`src/rtl/rps_pkg.sv`:
```
`timescale 1ns/1ps
`default_nettype none
// ============================================================================
// Module   : rps_pkg
// Brief    : Shared encodings for the rock-paper-scissors round logic.
// Revision : 1.0 - initial release
// ============================================================================
package rps_pkg;

    localparam logic [1:0] c_ROCK    = 2'b00;
    localparam logic [1:0] c_SCISSOR = 2'b01;
    localparam logic [1:0] c_PAPER   = 2'b10;
    localparam logic [1:0] c_INVALID = 2'b11;

    // Rewards are seen from the computer's side, two's complement.
    localparam logic [1:0] c_REWARD_WIN  = 2'b01;
    localparam logic [1:0] c_REWARD_DRAW = 2'b00;
    localparam logic [1:0] c_REWARD_LOSS = 2'b11;

    typedef enum logic [1:0] {
        OUT_DRAW = 2'd0,
        OUT_UWIN = 2'd1,
        OUT_CWIN = 2'd2
    } outcome_t;

    typedef enum logic [2:0] {
        ST_IDLE   = 3'd0,
        ST_REQ    = 3'd1,
        ST_JUDGE  = 3'd2,
        ST_UPDATE = 3'd3,
        ST_DRAW   = 3'd4,
        ST_HOLD   = 3'd5
    } state_t;

    function automatic logic [1:0] sanitize_choice(input logic [1:0] c);
        return (c == c_INVALID) ? c_ROCK : c;
    endfunction

endpackage
`default_nettype wire

```
`src/rtl/rps_round_ctrl_if.sv`:
```
`timescale 1ns/1ps
`default_nettype none
// ============================================================================
// Module   : rps_round_ctrl_if
// Brief    : Engine request/ack, outcome broadcast and draw handshake bundle.
// Revision : 1.0 - initial release
// ============================================================================
interface rps_round_ctrl_if;

    logic [2:0] eng_req;
    logic [2:0] eng_ack;
    logic [1:0] eng_choice0;
    logic [1:0] eng_choice1;
    logic [1:0] eng_choice2;
    logic       upd_valid;
    logic [3:0] combination;
    logic [1:0] reward;
    logic       draw_req;
    logic       draw_done;

    modport master (
        output eng_req, upd_valid, combination, reward, draw_req,
        input  eng_ack, eng_choice0, eng_choice1, eng_choice2, draw_done
    );

    modport slave (
        input  eng_req, upd_valid, combination, reward, draw_req,
        output eng_ack, eng_choice0, eng_choice1, eng_choice2, draw_done
    );

endinterface
`default_nettype wire

```
`src/rtl/rps_judge.sv`:
```
`timescale 1ns/1ps
`default_nettype none
// ============================================================================
// Module   : rps_judge
// Brief    : Combinational round judge, (user, com) -> outcome.
// Revision : 1.0 - initial release
// ============================================================================
module rps_judge
    import rps_pkg::*;
(
    input  logic [1:0] user,
    input  logic [1:0] com,
    output outcome_t   outcome
);

    logic w_user_beats;

    assign w_user_beats = ((user == c_ROCK)    && (com == c_SCISSOR)) ||
                          ((user == c_SCISSOR) && (com == c_PAPER))   ||
                          ((user == c_PAPER)   && (com == c_ROCK));

    always_comb begin
        outcome = OUT_DRAW;
        if (user != com) begin
            outcome = w_user_beats ? OUT_UWIN : OUT_CWIN;
        end
    end

endmodule
`default_nettype wire

```
`src/rtl/rps_round_ctrl.sv`:
```
`timescale 1ns/1ps
`default_nettype none
// ============================================================================
// Module   : rps_round_ctrl
// Brief    : Round sequencer: latch move, query engine, judge, score, draw.
// Revision : 1.0 - initial release
// ============================================================================
module rps_round_ctrl
    import rps_pkg::*;
#(
    parameter int ACK_TIMEOUT = 16,
    parameter int SCORE_W     = 8
) (
    input  logic               CLOCK_50,
    input  logic               reset_n,
    input  logic               play,
    input  logic [1:0]         user_choice,
    input  logic [1:0]         mode,
    rps_round_ctrl_if.master   bus,
    output logic [1:0]         last_user,
    output logic [1:0]         last_com,
    output logic [SCORE_W-1:0] user_score,
    output logic [SCORE_W-1:0] com_score,
    output logic               uwin,
    output logic               cwin,
    output logic               equ,
    output logic               busy,
    output logic               err_invalid,
    output logic               timeout_flag
);

    localparam int c_CNT_W = $clog2(ACK_TIMEOUT + 1);

    state_t               r_state, w_next;
    logic                 r_play_q;
    logic [1:0]           r_user, r_com, r_sel;
    logic [1:0]           r_last_user, r_last_com;
    logic [c_CNT_W-1:0]   r_cnt;
    logic [SCORE_W-1:0]   r_uscore, r_cscore;
    logic                 r_uwin, r_cwin, r_equ, r_err, r_to;
    logic                 w_edge, w_ack_sel, w_timeout;
    logic [2:0]           w_sel_oh;
    logic [1:0]           w_choice_sel;
    outcome_t             w_outcome;

    assign w_edge    = play & ~r_play_q;
    assign w_sel_oh  = 3'b001 << r_sel;
    assign w_ack_sel = |(bus.eng_ack & w_sel_oh);
    assign w_timeout = (r_cnt == c_CNT_W'(ACK_TIMEOUT - 1));

    always_comb begin
        case (r_sel)
            2'd1:    w_choice_sel = bus.eng_choice1;
            2'd2:    w_choice_sel = bus.eng_choice2;
            default: w_choice_sel = bus.eng_choice0;
        endcase
    end

    rps_judge u_judge (
        .user    (r_user),
        .com     (r_com),
        .outcome (w_outcome)
    );

    always_ff @(posedge CLOCK_50) begin
        if (!reset_n) begin
            r_state <= ST_IDLE;
        end else begin
            r_state <= w_next;
        end
    end

    always_comb begin
        w_next = r_state;
        case (r_state)
            ST_IDLE:   if (w_edge && (user_choice != c_INVALID)) w_next = ST_REQ;
            ST_REQ:    if (w_ack_sel || w_timeout)               w_next = ST_JUDGE;
            ST_JUDGE:  w_next = ST_UPDATE;
            ST_UPDATE: w_next = ST_DRAW;
            ST_DRAW:   if (bus.draw_done)                        w_next = ST_HOLD;
            ST_HOLD:   if (!play)                                w_next = ST_IDLE;
            default:   w_next = ST_IDLE;
        endcase
    end

    always_comb begin
        bus.eng_req     = (r_state == ST_REQ) ? w_sel_oh : 3'b000;
        bus.upd_valid   = (r_state == ST_UPDATE);
        bus.draw_req    = (r_state == ST_DRAW);
        bus.combination = {r_last_user, r_last_com};
        bus.reward      = c_REWARD_DRAW;
        if (r_cwin) bus.reward = c_REWARD_WIN;
        if (r_uwin) bus.reward = c_REWARD_LOSS;
        busy            = (r_state != ST_IDLE);
    end

    always_ff @(posedge CLOCK_50) begin
        if (!reset_n) begin
            r_play_q    <= 1'b0;
            r_user      <= 2'b00;
            r_com       <= 2'b00;
            r_sel       <= 2'b00;
            r_cnt       <= '0;
            r_last_user <= 2'b00;
            r_last_com  <= 2'b00;
            r_uscore    <= '0;
            r_cscore    <= '0;
            r_uwin      <= 1'b0;
            r_cwin      <= 1'b0;
            r_equ       <= 1'b0;
            r_err       <= 1'b0;
            r_to        <= 1'b0;
        end else begin
            r_play_q <= play;
            case (r_state)
                ST_IDLE: begin
                    if (w_edge) begin
                        if (user_choice == c_INVALID) begin
                            r_err <= 1'b1;
                        end else begin
                            r_user <= user_choice;
                            r_sel  <= (mode == 2'b11) ? 2'b00 : mode;
                            r_err  <= 1'b0;
                            r_to   <= 1'b0;
                            r_cnt  <= '0;
                        end
                    end
                end
                ST_REQ: begin
                    // A late ack still beats the fallback in the expiry cycle.
                    if (w_ack_sel) begin
                        r_com <= sanitize_choice(w_choice_sel);
                    end else if (w_timeout) begin
                        r_com <= sanitize_choice(bus.eng_choice0);
                        r_to  <= 1'b1;
                    end else begin
                        r_cnt <= r_cnt + 1'b1;
                    end
                end
                ST_JUDGE: begin
                    r_last_user <= r_user;
                    r_last_com  <= r_com;
                    r_uwin      <= (w_outcome == OUT_UWIN);
                    r_cwin      <= (w_outcome == OUT_CWIN);
                    r_equ       <= (w_outcome == OUT_DRAW);
                    if ((w_outcome == OUT_UWIN) && (r_uscore != '1)) r_uscore <= r_uscore + 1'b1;
                    if ((w_outcome == OUT_CWIN) && (r_cscore != '1)) r_cscore <= r_cscore + 1'b1;
                end
                default: ;
            endcase
        end
    end

    assign last_user    = r_last_user;
    assign last_com     = r_last_com;
    assign user_score   = r_uscore;
    assign com_score    = r_cscore;
    assign uwin         = r_uwin;
    assign cwin         = r_cwin;
    assign equ          = r_equ;
    assign err_invalid  = r_err;
    assign timeout_flag = r_to;

endmodule
`default_nettype wire

```
`src/flat_wrapper.sv`:
```
// flat-port wrapper written by rule: the top's interface ports become plain ports
module rps_round_ctrl_flat import rps_pkg::*;
#(
    parameter int ACK_TIMEOUT = 16,
    parameter int SCORE_W     = 8
)
  (CLOCK_50, reset_n, play, user_choice, mode, last_user, last_com, user_score, com_score, uwin, cwin, equ, busy, err_invalid, timeout_flag, bus_eng_req, bus_upd_valid, bus_combination, bus_reward, bus_draw_req, bus_eng_ack, bus_eng_choice0, bus_eng_choice1, bus_eng_choice2, bus_draw_done);
  rps_round_ctrl_if bus_i ();
  input  logic CLOCK_50;
  input  logic reset_n;
  input  logic play;
  input  logic [1:0] user_choice;
  input  logic [1:0] mode;
  output logic [1:0] last_user;
  output logic [1:0] last_com;
  output logic [SCORE_W-1:0] user_score;
  output logic [SCORE_W-1:0] com_score;
  output logic uwin;
  output logic cwin;
  output logic equ;
  output logic busy;
  output logic err_invalid;
  output logic timeout_flag;
  output wire logic [$bits(bus_i.eng_req)-1:0] bus_eng_req;
  output wire logic [$bits(bus_i.upd_valid)-1:0] bus_upd_valid;
  output wire logic [$bits(bus_i.combination)-1:0] bus_combination;
  output wire logic [$bits(bus_i.reward)-1:0] bus_reward;
  output wire logic [$bits(bus_i.draw_req)-1:0] bus_draw_req;
  input wire logic [$bits(bus_i.eng_ack)-1:0] bus_eng_ack;
  input wire logic [$bits(bus_i.eng_choice0)-1:0] bus_eng_choice0;
  input wire logic [$bits(bus_i.eng_choice1)-1:0] bus_eng_choice1;
  input wire logic [$bits(bus_i.eng_choice2)-1:0] bus_eng_choice2;
  input wire logic [$bits(bus_i.draw_done)-1:0] bus_draw_done;
  assign bus_eng_req = bus_i.eng_req;
  assign bus_upd_valid = bus_i.upd_valid;
  assign bus_combination = bus_i.combination;
  assign bus_reward = bus_i.reward;
  assign bus_draw_req = bus_i.draw_req;
  assign bus_i.eng_ack = bus_eng_ack;
  assign bus_i.eng_choice0 = bus_eng_choice0;
  assign bus_i.eng_choice1 = bus_eng_choice1;
  assign bus_i.eng_choice2 = bus_eng_choice2;
  assign bus_i.draw_done = bus_draw_done;
  rps_round_ctrl #(.ACK_TIMEOUT(ACK_TIMEOUT), .SCORE_W(SCORE_W)) u_core (.CLOCK_50(CLOCK_50), .reset_n(reset_n), .play(play), .user_choice(user_choice), .mode(mode), .bus(bus_i), .last_user(last_user), .last_com(last_com), .user_score(user_score), .com_score(com_score), .uwin(uwin), .cwin(cwin), .equ(equ), .busy(busy), .err_invalid(err_invalid), .timeout_flag(timeout_flag));
endmodule
```
`config.mk`:
```
export PLATFORM = sky130hd
export DESIGN_NAME = rps_round_ctrl_flat
export DESIGN_NICKNAME = d
export VERILOG_FILES = /design/src/rtl/rps_pkg.sv /design/src/rtl/rps_round_ctrl_if.sv /design/src/rtl/rps_judge.sv /design/src/rtl/rps_round_ctrl.sv /design/src/flat_wrapper.sv
export SDC_FILE = /design/constraint.sdc
export NUM_CORES = 1
export LEC_CHECK = 0
export CAP_MARGIN = 20
export CORE_AREA = 5 5 70 72
export CTS_CLUSTER_DIAMETER = 100
export CTS_CLUSTER_SIZE = 8
export DETAILED_ROUTE_END_ITERATION = 8
export DIE_AREA = 0 0 75 77
export HOLD_SLACK_MARGIN = 0.08
export PLACE_DENSITY = 0.92
export SYNTH_ARGS = -nofsm -noshare
export SYNTH_HDL_FRONTEND = slang
export SYNTH_SLANG_ARGS = --single-unit
```
`constraint.sdc`:
```
create_clock -name CLOCK_50 -period 3.7 [get_ports CLOCK_50]
set_clock_uncertainty 0.2 [all_clocks]
set_input_delay 0.74 -clock CLOCK_50 [delete_from_list [all_inputs] [get_ports CLOCK_50]]
set_output_delay 0.74 -clock CLOCK_50 [all_outputs]
set_load 0.005 [all_outputs]
```
==> flow_metrics.env <==
export IMPL_outcome="finished, final reports clean"
export IMPL_core_mm2=0.00423
export IMPL_post_cts_setup_buffers=0
export IMPL_syn_inst=250
export IMPL_grt_pass1_wl_um=8270
export IMPL_critPathLaunch="u_core.r_state[2]"
export IMPL_fmax_ghz=0.366
export IMPL_placed_cells=344
export IMPL_ff2ff_path_depth=5
export IMPL_cts_buffer_depth=2
export IMPL_syn_area_mm2=0.00214
export IMPL_powerDensity_mw_per_mm2=355
export IMPL_drc=0
export IMPL_routed_via_density=5.52
export IMPL_std_cell_rows=24
export IMPL_setup_tns_ps=0
export IMPL_detail_route_wirelength_um=4860
export IMPL_cts_tree="done"
export IMPL_fill_cells=340
export IMPL_finalSetupViolCount=0
export IMPL_seq_area_frac_synth_pct=37.4
export IMPL_clock_power_share_pct=38.8
export IMPL_yosys_cell_types_count=52
export IMPL_slew_viol_final=0
export IMPL_overflow=0
export IMPL_die_w_um=75
export IMPL_fp_dieH_um=77
export IMPL_syn_area_per_cell_um2=8.56
export IMPL_rsz0062_at_grt="false"
export IMPL_num_io_pins=54
export IMPL_num_nets_final=323
export IMPL_grt_usage_pct=17.7
export IMPL_p_seq_share_pct=46.8
export IMPL_yosysWarnings=0
export IMPL_start_util_pct=50.6
export IMPL_endpoint_kind="output pin"
export IMPL_ys_ff_latch=40
export IMPL_postCtsResizedCells=0
export IMPL_worstSetupPathType="reg -> out"
export IMPL_clk_pin_slew_worst_paths_ps=70
export IMPL_hold_viol=0
export IMPL_drive_gt1_share_pct=7.00
export IMPL_hold_depth=2
export IMPL_fin_ws_ps=971
export IMPL_syn_nets=274
export IMPL_async_flop_share_pct=0
export IMPL_drt_initial_drc_count=122
export IMPL_dr_pass1_iters=5
export IMPL_p_sw_mw=0.240
export IMPL_synth_main_ff_cell="dfxtp_1"
export IMPL_tightest_slew_ps=675
export IMPL_grt_max_degree=21
export IMPL_drtAntennaViolNets=0
export IMPL_gp_congestion=0.834
export IMPL_vdd_drop_max_uv=236
export IMPL_p_sw_share_pct=24.2
export IMPL_hold_path_class="reg -> reg"
export IMPL_maxCapViolations=0
export IMPL_leakagePower_nw=1.08
export IMPL_whs_ps=274
export IMPL_antenna_found_initial=0
export IMPL_cts_root_buf="clkbuf_8"
export IMPL_area_delta_synth_final_pct=30.7
export IMPL_postCtsHoldBufs=0
export IMPL_crit_fanout=11
export IMPL_via_count=1942
export IMPL_crit_arrival_ps=1790
export IMPL_finalCritPeriodShare_pct=73.7
export IMPL_critPathRequiredTime_ps=2760
export IMPL_clk_latency_ps=290
export IMPL_startpoint_type="flop"
export IMPL_place_hpwl_um=3640
export IMPL_r2r_end="u_core.user_score[4]"
export IMPL_layout_min_cycle_time_ps=2730
export IMPL_wire_per_inst_um=13.8
export IMPL_p_comb_share_pct=14.4
export IMPL_synth_edf_count=0
export IMPL_min_to="u_core.r_cnt[4]"
export IMPL_grt_pass1_vias=1863
export IMPL_numCtsBuffers=5
export IMPL_worst_r2r_startpoint="u_core.r_state[0]"
export IMPL_instances_no_fill=352
export IMPL_place_ws_ps=1120
export IMPL_portBuffers=53
export IMPL_cts_num_sinks=40
export IMPL_final_common_cell="clkdlybuf4s50_1"
export IMPL_worst_hold_startpoint="u_core.r_cnt[4]"
export IMPL_n_antenna_cell=0
export IMPL_die_area_mm2=0.00578
export IMPL_intPower_mw=0.753
export IMPL_htreeDepth=2
export IMPL_final_cell_mix="clkdlybuf4s50_1 (53), dfxtp_1 (40), nand2_1 (30), a21oi_1 (15), nor2_1 (13)"
export IMPL_reg2reg_setup_slack_ps=1560
export IMPL_relSlewSlack_pct=54.9
[stage by stage]
step	power, mW	utilization, %	area [um2]
detailed placement	0.617	63.1	2670
floorplan	0.558	-	2140
CTS	1.00	66.1	2800
finish	0.993	66.1	2800
global placement	0.611	63.1	2670
global route	1.04	66.1	2800
[critical path: stages, from the launching register on]
cell             delay [ps]
dfxtp_1                 420
nor2_1                  350
and3_1                  220
clkdlybuf4s50_1         510
[power by group through the flow]
stage	Combinational, mW	Clock, mW	Sequential [mW]
2_1_floorplan	0.0935	0	0.464
3_3_place_gp	0.138	0	0.473
3_5_place_dp	0.143	0	0.474
4_1_cts	0.144	0.396	0.464
5_1_grt	0.159	0.415	0.468
6_report	0.143	0.385	0.464
[synthesized netlist by cell type (all sizes together) (2+ instances only)]
library cell | n | share of area [%]
a21boi | 9 | 3.2
clkbuf | 4 | 0.70
nor3 | 6 | 2.2
o21a | 4 | 1.4
nand3 | 7 | 1.9
o21ai | 14 | 3.3
nor2b | 8 | 2.3
or3 | 3 | 0.88
nand4 | 5 | 1.8
xor2 | 5 | 2.0
and4b | 2 | 0.94
mux2i | 6 | 2.8
nand3b | 4 | 1.4
a22oi | 2 | 0.70
nor2 | 13 | 2.3
nand2 | 30 | 5.3
nand2b | 6 | 1.8
inv | 8 | 1.4
buf | 10 | 3.4
a21oi | 15 | 3.5
nor3b | 7 | 3.0
and2 | 7 | 2.0
ha | 7 | 4.1
o221a | 2 | 1.1
and3 | 10 | 2.9
nor4b | 2 | 0.82
dfxtp | 40 | 37
[flip-flops by register name, summed over array words and instances (netlist names), 2 cells and up]
| name | count |
|---|---|
| u_core.r_sel | 2 |
| u_core.r_state | 3 |
| u_core.r_cnt | 5 |
| u_core.r_com | 2 |
| u_core.com_score | 8 |
| u_core.user_score | 8 |
| u_core.last_com | 2 |
| u_core.r_user | 2 |
| u_core.last_user | 2 |
[layout make-up]
| class | count | area, um2 | share of cell area (%) |
|---|---|---|---|
| Tap cell | 52 | 65.1 | 2.33 |
| Multi-Input combinational cell | 188 | 1220 | 43.7 |
| Timing Repair Buffer | 56 | 553 | 19.8 |
| Clock inverter | 1 | 30.0 | 1.07 |
| Clock buffer | 7 | 96.3 | 3.44 |
| Sequential cell | 40 | 801 | 28.6 |
| Inverter | 8 | 30.0 | 1.07 |
[worst max-delay path by stage]
stage                                 end  cells after the start
after floorplan           u_core.r_cnt[2]                      5
after global placement    u_core.r_cnt[1]                      6
after detailed placement  u_core.r_cnt[3]                      6
after CTS                  bus_eng_req[1]                      3
after global routing       bus_eng_req[1]                      3
final                      bus_eng_req[1]                      3
[kinds of logic after synthesis]
family,Yosys count,synth area share (%)
compound gates,53,15.8
xor+xnor,6,2.45
fa+ha+maj,7,4.09
buf+inv,22,5.49
flops,40,37.4
mux,6,2.81
simple gates,116,31.9
[routing by layer]
layer	GRT usage, %	up-vias	routed length, um
li1	-	984	-
met1	22.6	900	2150
met2	28.7	52	2370
met3	3.27	6	275
met4	7.12	0	71
met5	0	-	0
Note: power is estimated with default switching activity, not from simulation.
